===== src/rtl/fftseq_capture_writer.sv =====
// rtl/fftseq_capture_writer.sv - stereo sample capture into the split L/R waveform DPRAM
//
// Purpose: takes one stereo pair per SampleValid strobe and writes L to the
// lower half and R to the upper half of the DPRAM, one sample per cycle.
// After N pairs it pulses FrameDone and holds (FULL) until Arm.
//
// Ports:
//   Clock, Reset         clock (rising edge), async active-high reset
//   SampleValid          one-cycle strobe qualifying SampleL/SampleR
//   SampleL, SampleR     left/right samples, passed through unmodified
//   Arm                  consumer done with the RAM; restart capture (FULL only)
//   ClearOverrun         clears the sticky Overrun flag
//   WrAddr/WrData/WrEn   DPRAM write port, WrAddr = {channel, index}
//   FrameDone            one-cycle pulse when a frame is complete
//   Capturing            high while samples are accepted (state != FULL)
//   Overrun              sticky, a sample was dropped
module fftseq_capture_writer #(
  parameter int bw_dpram = 12,
  parameter int bw_data  = 16
) (
  input  logic                Clock,
  input  logic                Reset,
  input  logic                SampleValid,
  input  logic [bw_data-1:0]  SampleL,
  input  logic [bw_data-1:0]  SampleR,
  input  logic                Arm,
  input  logic                ClearOverrun,
  output logic [bw_dpram-1:0] WrAddr,
  output logic [bw_data-1:0]  WrData,
  output logic                WrEn,
  output logic                FrameDone,
  output logic                Capturing,
  output logic                Overrun
);

  localparam int bw_idx = bw_dpram - 1;
  localparam logic [bw_idx-1:0] idx_one  = 1;
  localparam logic [bw_idx-1:0] idx_last = '1;

  typedef enum logic [1:0] {
    ST_WAIT    = 2'd0,
    ST_WRITE_R = 2'd1,
    ST_FULL    = 2'd2
  } state_t;

  state_t              state_q, state_d;
  logic [bw_idx-1:0]   index_q, index_d;
  logic [bw_data-1:0]  hold_r_q, hold_r_d;
  logic [bw_dpram-1:0] wr_addr_q, wr_addr_d;
  logic [bw_data-1:0]  wr_data_q, wr_data_d;
  logic                wr_en_q, wr_en_d;
  logic                done_pending_q, done_pending_d;
  logic                frame_done_q, frame_done_d;
  logic                overrun_q, overrun_d;
  logic                drop;

  always_ff @(posedge Clock or posedge Reset) begin
    if (Reset) begin
      state_q        <= ST_WAIT;
      index_q        <= '0;
      hold_r_q       <= '0;
      wr_addr_q      <= '0;
      wr_data_q      <= '0;
      wr_en_q        <= 1'b0;
      done_pending_q <= 1'b0;
      frame_done_q   <= 1'b0;
      overrun_q      <= 1'b0;
    end else begin
      state_q        <= state_d;
      index_q        <= index_d;
      hold_r_q       <= hold_r_d;
      wr_addr_q      <= wr_addr_d;
      wr_data_q      <= wr_data_d;
      wr_en_q        <= wr_en_d;
      done_pending_q <= done_pending_d;
      frame_done_q   <= frame_done_d;
      overrun_q      <= overrun_d;
    end
  end

  always_comb begin
    state_d        = state_q;
    index_d        = index_q;
    hold_r_d       = hold_r_q;
    wr_addr_d      = wr_addr_q;
    wr_data_d      = wr_data_q;
    wr_en_d        = 1'b0;
    done_pending_d = 1'b0;
    // FrameDone trails the last R write by one cycle, hence the extra stage.
    frame_done_d   = done_pending_q;
    overrun_d      = overrun_q;
    drop           = 1'b0;

    case (state_q)
      ST_WAIT: begin
        if (SampleValid) begin
          wr_addr_d = {1'b0, index_q};
          wr_data_d = SampleL;
          wr_en_d   = 1'b1;
          hold_r_d  = SampleR;
          state_d   = ST_WRITE_R;
        end
      end
      ST_WRITE_R: begin
        wr_addr_d = {1'b1, index_q};
        wr_data_d = hold_r_q;
        wr_en_d   = 1'b1;
        drop      = SampleValid;
        if (index_q == idx_last) begin
          index_d        = '0;
          state_d        = ST_FULL;
          done_pending_d = 1'b1;
        end else begin
          index_d = index_q + idx_one;
          state_d = ST_WAIT;
        end
      end
      ST_FULL: begin
        // A strobe coincident with Arm is still dropped; only the next one counts.
        drop = SampleValid;
        if (Arm) begin
          index_d = '0;
          state_d = ST_WAIT;
        end
      end
      default: state_d = ST_WAIT;
    endcase

    // Setting wins over clearing in the same cycle.
    if (drop) begin
      overrun_d = 1'b1;
    end else if (ClearOverrun) begin
      overrun_d = 1'b0;
    end
  end

  assign WrAddr    = wr_addr_q;
  assign WrData    = wr_data_q;
  assign WrEn      = wr_en_q;
  assign FrameDone = frame_done_q;
  assign Capturing = (state_q != ST_FULL);
  assign Overrun   = overrun_q;

endmodule


===== config.mk =====
export PLATFORM = sky130hd
export DESIGN_NAME = fftseq_capture_writer
export DESIGN_NICKNAME = d
export VERILOG_FILES = /design/src/rtl/fftseq_capture_writer.sv
export SDC_FILE = /design/constraint.sdc
export NUM_CORES = 1
export LEC_CHECK = 0
export CAP_MARGIN = 20
export CORE_ASPECT_RATIO = 1.2
export CORE_MARGIN = 2
export CORE_UTILIZATION = 52
export DETAILED_ROUTE_END_ITERATION = 16
export GPL_TIMING_DRIVEN = 0
export PLACE_DENSITY = 0.87
export SETUP_SLACK_MARGIN = 0.4
export SYNTH_ARGS = -nofsm -noshare
export SYNTH_HDL_FRONTEND = slang
export SYNTH_SLANG_ARGS = --single-unit

===== constraint.sdc =====
create_clock -name Clock -period 6.1 [get_ports Clock]
set_input_delay 1.83 -clock Clock [delete_from_list [all_inputs] [get_ports Clock]]
set_output_delay 1.83 -clock Clock [all_outputs]
set_load 0.01 [all_outputs]

==> results.ini <==
[outcome]
status = finished, final reports clean

[global_routing]
grtUsageTotal_pct = 21.8
grt_start_max_net_pins = 37
antenna_found_initial = 0
grt_pass1_wl_um = 8860
grt_pass1_vias = 1926
globalRouteOverflowTotal = 0

[cts]
cts_resized = 0
clock_latency_ns = 0.34
htree_num_levels = 3
root_buffer = clkbuf_8
cts_tree = done
cts_setup_buffers = 0
hold_buffers = 0
clkTransAtPathRegs_ns = 0.06
cts_sinks = 61
clock_path_buffers = 2
cts_buffers = 9

[logic_synthesis]
synth-edff-count = 0
ys.flop_type = dfrtp_1
synth_fp_nets = 262
synth_top_area_cell = dfrtp_1
synth.top_cells.by_area = dfrtp_1 58%, mux2_2 11%, mux2i_1 6.5%, nand2_1 4.1%, o21ai_0 4.0%
synth_compound_area_share_pct = 7.38
syn_area_per_cell_um2 = 11.9
synth_fa_ha_area_share_pct = 1.90
synth.top_cell.area_share_pct = 58.1
synthArstFlopShare_pct = 100
synth-xor-area-share_pct = 2.33
synth_top_family_by_area = multiplexers
synthSimpleGateAreaFrac_pct = 10.3
synth_mux_area_share_pct = 17.2
yosysSeqAreaShare_pct = 58.1
yosysUniqueCellTypes = 30
synth_warnings = 0
syn_inst = 221
synth_seq_cells = 61
syn_area_um2 = 2630

[power_and_ir_drop]
p_clk_share_pct = 18.4
p_sw_mw = 0.540
internal-power_mw = 1.05
peakVddDrop_v = 0.000246
p_sw_share_pct = 34.0
pwr-share-comb_pct = 40.2
powerDensity_nw_per_um2 = 446
p_seq_share_pct = 41.4
cellLeakagePower_nw = 1.56

[drt]
vias = 1937
first_pass_iters = 4
drt_iter0_markers = 75
postRouteAntennaNets = 0
viasPerCell = 5.29
wl_um = 5530
drt-wirelength-per-cell_um = 15.1
drc = 0

[setup_path]
critPathMaxStageDelay_ns = 0.55
critPathTopFamily = buffers and inverters
critPathKind = register to primary output
cp_max_fo = 8
rr_worst_depth = 7
crit_chain = inv_1, ha_1, buf_4, inv_1, clkdlybuf4s50_1
start_kind = register
worstReg2RegStart = state_q[0]$_DFFE_PP0P_
arrival_ns = 1.79
slowest_stage = clkdlybuf4s50_1
cp_common_cell = inv_1
rr_endpoint = WrAddr[3]$_DFFE_PP0P_
ff2ff_setup_slack_ns = 3.93
crit_buf_inv = 4
required_ns = 4.27
critPathCaptureType = primary output

[cells_and_area]
fin_nets = 342
drive_above_1_share_pct = 17.0
syn_to_final_growth_pct = 35.5
antenna_cells = 0
fin_cells = 366

[timing]
timing.slew.headroom_pct = 49.6
min_period_ns = 3.62
setup_viol = 0
skew_ns = 0.00880
fin_crit_sh_pct = 59.3
worst_slew_pin_slew_ns = 0.734
tns_ns = 0
maxSlewViolCount = 0
grt_setup_unrepaired = no
hold_viol = 0
timing.fmax_mhz = 276

[job]
cap_violations = 0

[placed_design]
dp_hpwl_um = 4020
dp.cells = 350
gp_congestion = 0.852
numPortBuffers = 68

[min_path]
hold_path.class = register to register
whs_path_depth = 0
whs_endpoint = FrameDone$_DFF_PP0_
worstHoldStart = done_pending_q$_DFF_PP0_

[floorplan]
die-area_um2 = 5640
dieWidth_um = 68.9
core_area_um2 = 4900
start_util_pct = 53.6
io-pin-count = 69
placementRows = 28
dieHeight_um = 81.9

## logic make-up (layout without fill, tap and decap cells)
kind of cell,Yosys count,in the layout
mux,42,42
simple gates,58,58
buf+inv,17,102
compound gates,32,32
fa+ha+maj,4,4
flops,61,61
xor+xnor,7,7
## through the flow
step                      instance area, um^2  power, mW  setup slack (ns)  hold slack [ns]  utilization (%)
after floorplan                          2630       1.02              2.76            0.331                -
after global placement                   3380       1.27              1.71            0.345             69.0
after detailed placement                 3400       1.31              2.29            0.338             69.4
after CTS                                3560       1.60              2.48            0.362             72.6
after global routing                     3560       1.69              2.44            0.375             72.6
final                                    3560       1.59              2.48            0.360             72.6
## per-layer routing
metal	vias up	GRT usage, %	part of all wire, %
met3	11	5.75	5.8
li1	916	-	-
met2	53	36.1	51
met5	-	0	0
met1	957	25.6	41
met4	0	11.6	2.0
## power by group through the flow
| stage | clock network, mW | registers [mW] | logic, mW |
|---|---|---|---|
| 4_1_cts | 0.297 | 0.658 | 0.646 |
| 6_report | 0.292 | 0.657 | 0.639 |
| 3_3_place_gp | 0 | 0.654 | 0.619 |
| 2_1_floorplan | 0 | 0.684 | 0.338 |
| 3_5_place_dp | 0 | 0.666 | 0.643 |
| 5_1_grt | 0.312 | 0.679 | 0.702 |
## flip-flops by register name, summed over array words and instances (netlist names)
name            count
FrameDone           1
WrData             16
state_q             2
hold_r_q           16
done_pending_q      1
WrEn                1
WrAddr             12
Overrun             1
index_q            11
## synthesized netlist by cell type (all sizes together) (3+ instances only)
cell type  instances
nand3              3
ha                 4
a21oi              6
mux2              25
dfrtp             61
inv                8
o21ai             21
nand2             29
mux2i             17
nor2              13
xnor2              7
buf                7
## cells in the final DEF (no fill, tap or decap), types with 3 or more instances in the layout
cell	Yosys	layout
clkbuf_1	2	3
clkbuf_8	0	9
dfrtp_1	61	61
a21oi_1	5	5
nand3_1	3	3
clkdlybuf4s50_1	0	68
clkinv_2	0	6
mux2_2	25	25
o21ai_0	21	21
xnor2_1	7	7
nor2_1	13	13
nand2_1	29	29
ha_1	4	4
mux2i_1	17	17
buf_2	4	4
inv_1	8	7
## final cells by class
type	instances	area, um^2
fillers	360	1340
plain buffers	9	42.5
flip-flops and latches	61	1530
well taps	60	75.1
multi-input cells	143	1030
clock inverters	6	30.0
clock buffers	10	128
repair buffers	69	701
inverters	8	30.0
## how the worst max path moves through the flow
stage / start / to / depth (start not counted)
2_1_floorplan: Reset / FrameDone$_DFF_PP0_ / 1
3_3_place_gp: Reset / hold_r_q[10]$_DFFE_PP0P_ / 2
3_5_place_dp: SampleValid / WrAddr[3]$_DFFE_PP0P_ / 6
4_1_cts: state_q[0]$_DFFE_PP0P_ / Capturing / 5
5_1_grt: state_q[0]$_DFFE_PP0P_ / Capturing / 5
6_report: state_q[0]$_DFFE_PP0P_ / Capturing / 5
Note: power is estimated with default switching activity, not from simulation.
